--- src/rtl/psum_accumulator_if.sv ---
// psum_accumulator_if: psum input and result output handshake bundle
interface psum_accumulator_if #(parameter int ARRAY_SIZE = 8);
  logic psum_valid;
  logic psum_ready;
  logic [ARRAY_SIZE*32-1:0] psums;
  logic out_valid;
  logic out_ready;
  logic [ARRAY_SIZE*32-1:0] out_data;
  modport master(output psum_valid, psums, out_ready, input psum_ready, out_valid, out_data);
  modport slave(input psum_valid, psums, out_ready, output psum_ready, out_valid, out_data);
endinterface

--- src/rtl/psum_accumulator.sv ---
// psum_accumulator: sums groups of psum vectors per lane, optional relu, queues results in a FIFO
module psum_accumulator #(
  parameter int ARRAY_SIZE = 8,
  parameter int FIFO_DEPTH = 2
) (
  input  logic clk,
  input  logic rst,
  input  logic [7:0] acc_len,
  input  logic relu_en,
  psum_accumulator_if.slave bus,
  output logic busy,
  output logic [7:0] beat_cnt
);
  localparam int W = ARRAY_SIZE*32;
  localparam int PW = $clog2(FIFO_DEPTH);
  logic [W-1:0] acc_q, acc_d, sum, result;
  logic [W-1:0] mem_q [FIFO_DEPTH];
  logic [7:0] len_q, len_d, cnt_q, cnt_d, len_eff;
  logic [PW-1:0] wr_q, wr_d, rd_q, rd_d;
  logic [PW:0] fill_q, fill_d;
  logic beat, first, last, push, pop;
  always_comb begin
    bus.psum_ready = fill_q != (PW+1)'(FIFO_DEPTH);
    bus.out_valid = fill_q != '0;
    bus.out_data = bus.out_valid ? mem_q[rd_q] : '0;
    busy = cnt_q != 8'd0;
    beat_cnt = cnt_q;
    beat = bus.psum_valid && bus.psum_ready;
    first = cnt_q == 8'd0;
    // group length is latched on the first beat; later acc_len changes are ignored
    len_eff = first ? (acc_len == 8'd0 ? 8'd1 : acc_len) : len_q;
    last = cnt_q == len_eff - 8'd1;
    push = beat && last;
    pop = bus.out_valid && bus.out_ready;
    sum = '0;
    result = '0;
    for (int i = 0; i < ARRAY_SIZE; i++) begin
      sum[32*i +: 32] = first ? bus.psums[32*i +: 32] : acc_q[32*i +: 32] + bus.psums[32*i +: 32];
      result[32*i +: 32] = relu_en && sum[32*i+31] ? 32'h0 : sum[32*i +: 32];
    end
    acc_d = beat ? sum : acc_q;
    len_d = beat && first ? len_eff : len_q;
    cnt_d = beat ? (last ? 8'd0 : cnt_q + 8'd1) : cnt_q;
    wr_d = push ? wr_q + PW'(1) : wr_q;
    rd_d = pop ? rd_q + PW'(1) : rd_q;
    fill_d = fill_q + (PW+1)'(push) - (PW+1)'(pop);
  end
  always_ff @(posedge clk) begin
    if (rst) begin
      acc_q <= '0;
      len_q <= 8'd1;
      cnt_q <= 8'd0;
      wr_q <= '0;
      rd_q <= '0;
      fill_q <= '0;
    end else begin
      acc_q <= acc_d;
      len_q <= len_d;
      cnt_q <= cnt_d;
      wr_q <= wr_d;
      rd_q <= rd_d;
      fill_q <= fill_d;
    end
  end
  always_ff @(posedge clk) begin
    if (!rst && push) mem_q[wr_q] <= result;
  end
endmodule

--- src/flat_wrapper.sv ---
// flat-port wrapper written by rule: the top's interface ports become plain ports
module psum_accumulator_flat 
#(
  parameter int ARRAY_SIZE = 8,
  parameter int FIFO_DEPTH = 2
)
  (clk, rst, acc_len, relu_en, busy, beat_cnt, bus_psum_valid, bus_psums, bus_out_ready, bus_psum_ready, bus_out_valid, bus_out_data);
  psum_accumulator_if #(.ARRAY_SIZE(ARRAY_SIZE)) bus_i ();
  input  logic clk;
  input  logic rst;
  input  logic [7:0] acc_len;
  input  logic relu_en;
  output logic busy;
  output logic [7:0] beat_cnt;
  input wire logic [$bits(bus_i.psum_valid)-1:0] bus_psum_valid;
  input wire logic [$bits(bus_i.psums)-1:0] bus_psums;
  input wire logic [$bits(bus_i.out_ready)-1:0] bus_out_ready;
  output wire logic [$bits(bus_i.psum_ready)-1:0] bus_psum_ready;
  output wire logic [$bits(bus_i.out_valid)-1:0] bus_out_valid;
  output wire logic [$bits(bus_i.out_data)-1:0] bus_out_data;
  assign bus_i.psum_valid = bus_psum_valid;
  assign bus_i.psums = bus_psums;
  assign bus_i.out_ready = bus_out_ready;
  assign bus_psum_ready = bus_i.psum_ready;
  assign bus_out_valid = bus_i.out_valid;
  assign bus_out_data = bus_i.out_data;
  psum_accumulator #(.ARRAY_SIZE(ARRAY_SIZE), .FIFO_DEPTH(FIFO_DEPTH)) u_core (.clk(clk), .rst(rst), .acc_len(acc_len), .relu_en(relu_en), .bus(bus_i), .busy(busy), .beat_cnt(beat_cnt));
endmodule
--- config.mk ---
export PLATFORM = sky130hd
export DESIGN_NAME = psum_accumulator_flat
export DESIGN_NICKNAME = d
export VERILOG_FILES = /design/src/rtl/psum_accumulator_if.sv /design/src/rtl/psum_accumulator.sv /design/src/flat_wrapper.sv
export SDC_FILE = /design/constraint.sdc
export NUM_CORES = 2
export LEC_CHECK = 0
export ABC_AREA = 1
export CAP_MARGIN = 20
export CORE_ASPECT_RATIO = 0.5
export CORE_UTILIZATION = 55
export CTS_CLUSTER_DIAMETER = 30
export CTS_CLUSTER_SIZE = 12
export DETAILED_ROUTE_END_ITERATION = 8
export GPL_ROUTABILITY_DRIVEN = 0
export PLACE_DENSITY_LB_ADDON = 0.12
export SLEW_MARGIN = 20
export SYNTH_ARGS = -nofsm -noshare
export SYNTH_HDL_FRONTEND = slang
export SYNTH_SLANG_ARGS = --single-unit
--- constraint.sdc ---
create_clock -name clk -period 28.2 [get_ports clk]
set_clock_uncertainty 0.05 [all_clocks]
set_input_delay 5.64 -clock clk [delete_from_list [all_inputs] [get_ports clk]]
set_output_delay 5.64 -clock clk [all_outputs]
set_load 0.02 [all_outputs]
==> metrics.yaml <==
status: "finished clean"
hp-class: "reg2reg"
grt_pass1_vias: 45800
irDropWorstVdd_uv: 58.5
syn_area_um2: 49100
path_buf_inv: 4
holdBufCountCts: 0
max_stage_delay_ns: 0.90
hold_viol_final: 0
via_count: 47200
start_kind: "primary input"
core_region_area_um2: 88300
die_area_um2: 90500
cts_buffers: 119
relSlewSlack_pct: 26.1
cts_max_level: 3
die_h_um: 213
dp_cells: 8185
tightest_slew_ns: 1.11
tns_ns: 0
yosys_register_bits: 789
drv_slew: 0
ys_warn_count: 0
path_cells: "clkdlybuf4s50_1, nor2_1, nand2_1, nor2_1, nor2_1, nand2_1, nand2_1, ha_1, xnor2_1, nand3_1, nand2_1, nor2_1, nand2_1, nor2_1, nand3_1, nor2_4, nand3_4, nor2_2, nand2_2, inv_8, buf_4, buf_4"
area_growth_pct: 21.0
synth.distinct_cells: 47
synth_most_common_cell: "nand2_1"
grt-ovfl-total: 0
antenna_found_initial: 32
gr-usage-all-layers_pct: 32.4
initial_core_util_pct: 55.6
drc: 0
cts_resized: 0
yosysSeqAreaShare_pct: 42.6
end_kind: "register"
critical_path_class: "in2reg"
cts-root-buf: "clkbuf_16"
synthArstFlopShare_pct: 0
syn_inst: 6681
finalPower_w: 0.00489
p_leak_nw: 27.7
grt_max_degree: 180
wl_per_cell_um: 17.8
cp_max_fo: 129
clkTransAtPathRegs_ns: 0.06
fmax_mhz: 96.1
slowest_stage: "buf_4"
postPlaceCellArea_um2: 55300
cts_tree: "built"
crit_arrival_ns: 10.69
syn_nets: 7210
cp.required_ns: 28.49
synth_top_area_share_pct: 31.3
synth-edff-count: 512
clk-insertion-delay-late_ns: 0.74
synth_area_leader_cell: "edfxtp_1"
rsz0062_at_grt: "no"
setup_viol: 0
drtAntennaViolNets: 0
period_needed_ns: 10.40
pin_count: 536
fp.dieW_um: 425
design_area_um2: 59400
avgSynthCellArea_um2: 7.35
p_per_area_nw_per_um2: 82.4
synth.area.top_cells: "edfxtp_1 31%, nand2_1 14%, dfxtp_1 11%"
postCtsSetupRepairBufs: 0
fp-row-count: 77
synth_common_cells: "1872 x nand2_1, 811 x inv_1, 744 x nor2_1"
first_iter_violations: 4553
cap_violations: 0
layoutNonFillerInstCount: 8439
cp_top_family: "buffers and inverters"
cts_buffer_depth: 3
drtPass1Iterations: 6
post-dp-hpwl_um: 102000
fin_nets: 7650
drive_above_1_share_pct: 4.58
viasPerCell: 5.59
synthFlopType: "edfxtp_1"
grt_pass1_wl_um: 235000
post-route-period-util_pct: 36.9
clock_sinks: 789
wl_um: 150000
portBuffers: 535
layout make-up:
type / count / area (um^2)
Antenna cell: 27 / 67.6
Multi-Input combinational cell: 4819 / 24100
Sequential cell: 789 / 20900
Clock buffer: 139 / 3150
Fill cell: 7432 / 28900
Tap cell: 1185 / 1480
Timing Repair Buffer: 574 / 5660
Inverter: 818 / 3100
Clock inverter: 88 / 911
stage by stage:
| stage | util (%) | hold WS [ns] | worst slack [ns] |
|---|---|---|---|
| floorplan | - | 0.376 | 2.61 |
| CTS | 67.1 | 0.407 | 17.81 |
| finish | 67.2 | 0.411 | 17.80 |
| detailed placement | 62.6 | 0.389 | 17.08 |
| global placement | 62.6 | 0.381 | 17.18 |
| global route | 67.2 | 0.435 | 17.49 |
power breakdown:
part | switching, W | internal [W] | total [W] | leakage [nW]
Sequential | 0.0000492 | 0.00135 | 0.00140 | 6.95
Clock | 0.000579 | 0.000919 | 0.00150 | 1.98
Combinational | 0.00131 | 0.000682 | 0.00199 | 18.8
Total | 0.00194 | 0.00296 | 0.00489 | 27.7
registers in the layout, summed over array words and instances, names as in the netlist, named ones only:
signal / count
u_core.mem_q: 512
u_core.len_q: 8
u_core.beat_cnt: 8
u_core.acc_q: 256
u_core.wr_q: 1
u_core.rd_q: 1
u_core.fill_q: 2
worst register-to-register path: cells and delay by family (launching register included):
kind / cells / cell delay, ns
xor+xnor: 1 / 0.16
fa+ha+maj: 2 / 0.53
buf+inv: 6 / 3.35
flops: 1 / 0.43
simple gates: 15 / 1.92
placed cells by master (no fill, tap or decap), types with 12 or more instances in the layout:
master,instances
a211oi_1,21
a21o_1,45
a21oi_1,589
a31oi_1,36
buf_4,37
bufinv_16,12
clkbuf_1,13
clkbuf_16,121
clkdlybuf4s50_1,533
clkinv_2,21
dfxtp_1,276
diode_2,27
edfxtp_1,512
ha_1,252
inv_1,808
inv_6,21
nand2_1,1871
nand3_1,292
nand3b_1,34
nand4_1,22
nor2_1,743
nor3_1,74
nor4_1,16
o211ai_1,22
o21ai_0,528
o21bai_1,19
or2_2,47
xnor2_1,88
xor2_1,52
per-layer routing:
layer,up-vias,GRT usage (%),share of wire (%)
li1,22800,-,-
met1,22100,38.6,40
met2,1814,56.1,49
met3,424,5.24,6.4
met4,6,18.2,4.9
met5,-,0,0.021
cell families after synthesis:
logic type,synth area share [%]
XOR/XNOR,2.50
buffers and inverters,8.33
AND/OR/NAND/NOR,25.8
flip-flops,42.6
AO/OA/AOI/OAI,14.0
adder cells (fa/ha/maj),6.75
final timing paths:
path                                   start                        endpoint  slack (ns)  cells past startpoint
max                               acc_len[5]  u_core.mem_q[0][181]$_DFFE_PP_       17.80                     22
min reg2reg     u_core.len_q[3]$_SDFFE_PP0P_    u_core.len_q[3]$_SDFFE_PP0P_        0.41                      2
max reg2reg  u_core.beat_cnt[0]$_SDFFE_PP0P_  u_core.mem_q[0][181]$_DFFE_PP_       21.28                     24
min             u_core.len_q[3]$_SDFFE_PP0P_    u_core.len_q[3]$_SDFFE_PP0P_        0.41                      2
Power figures use the tool's default switching activity.
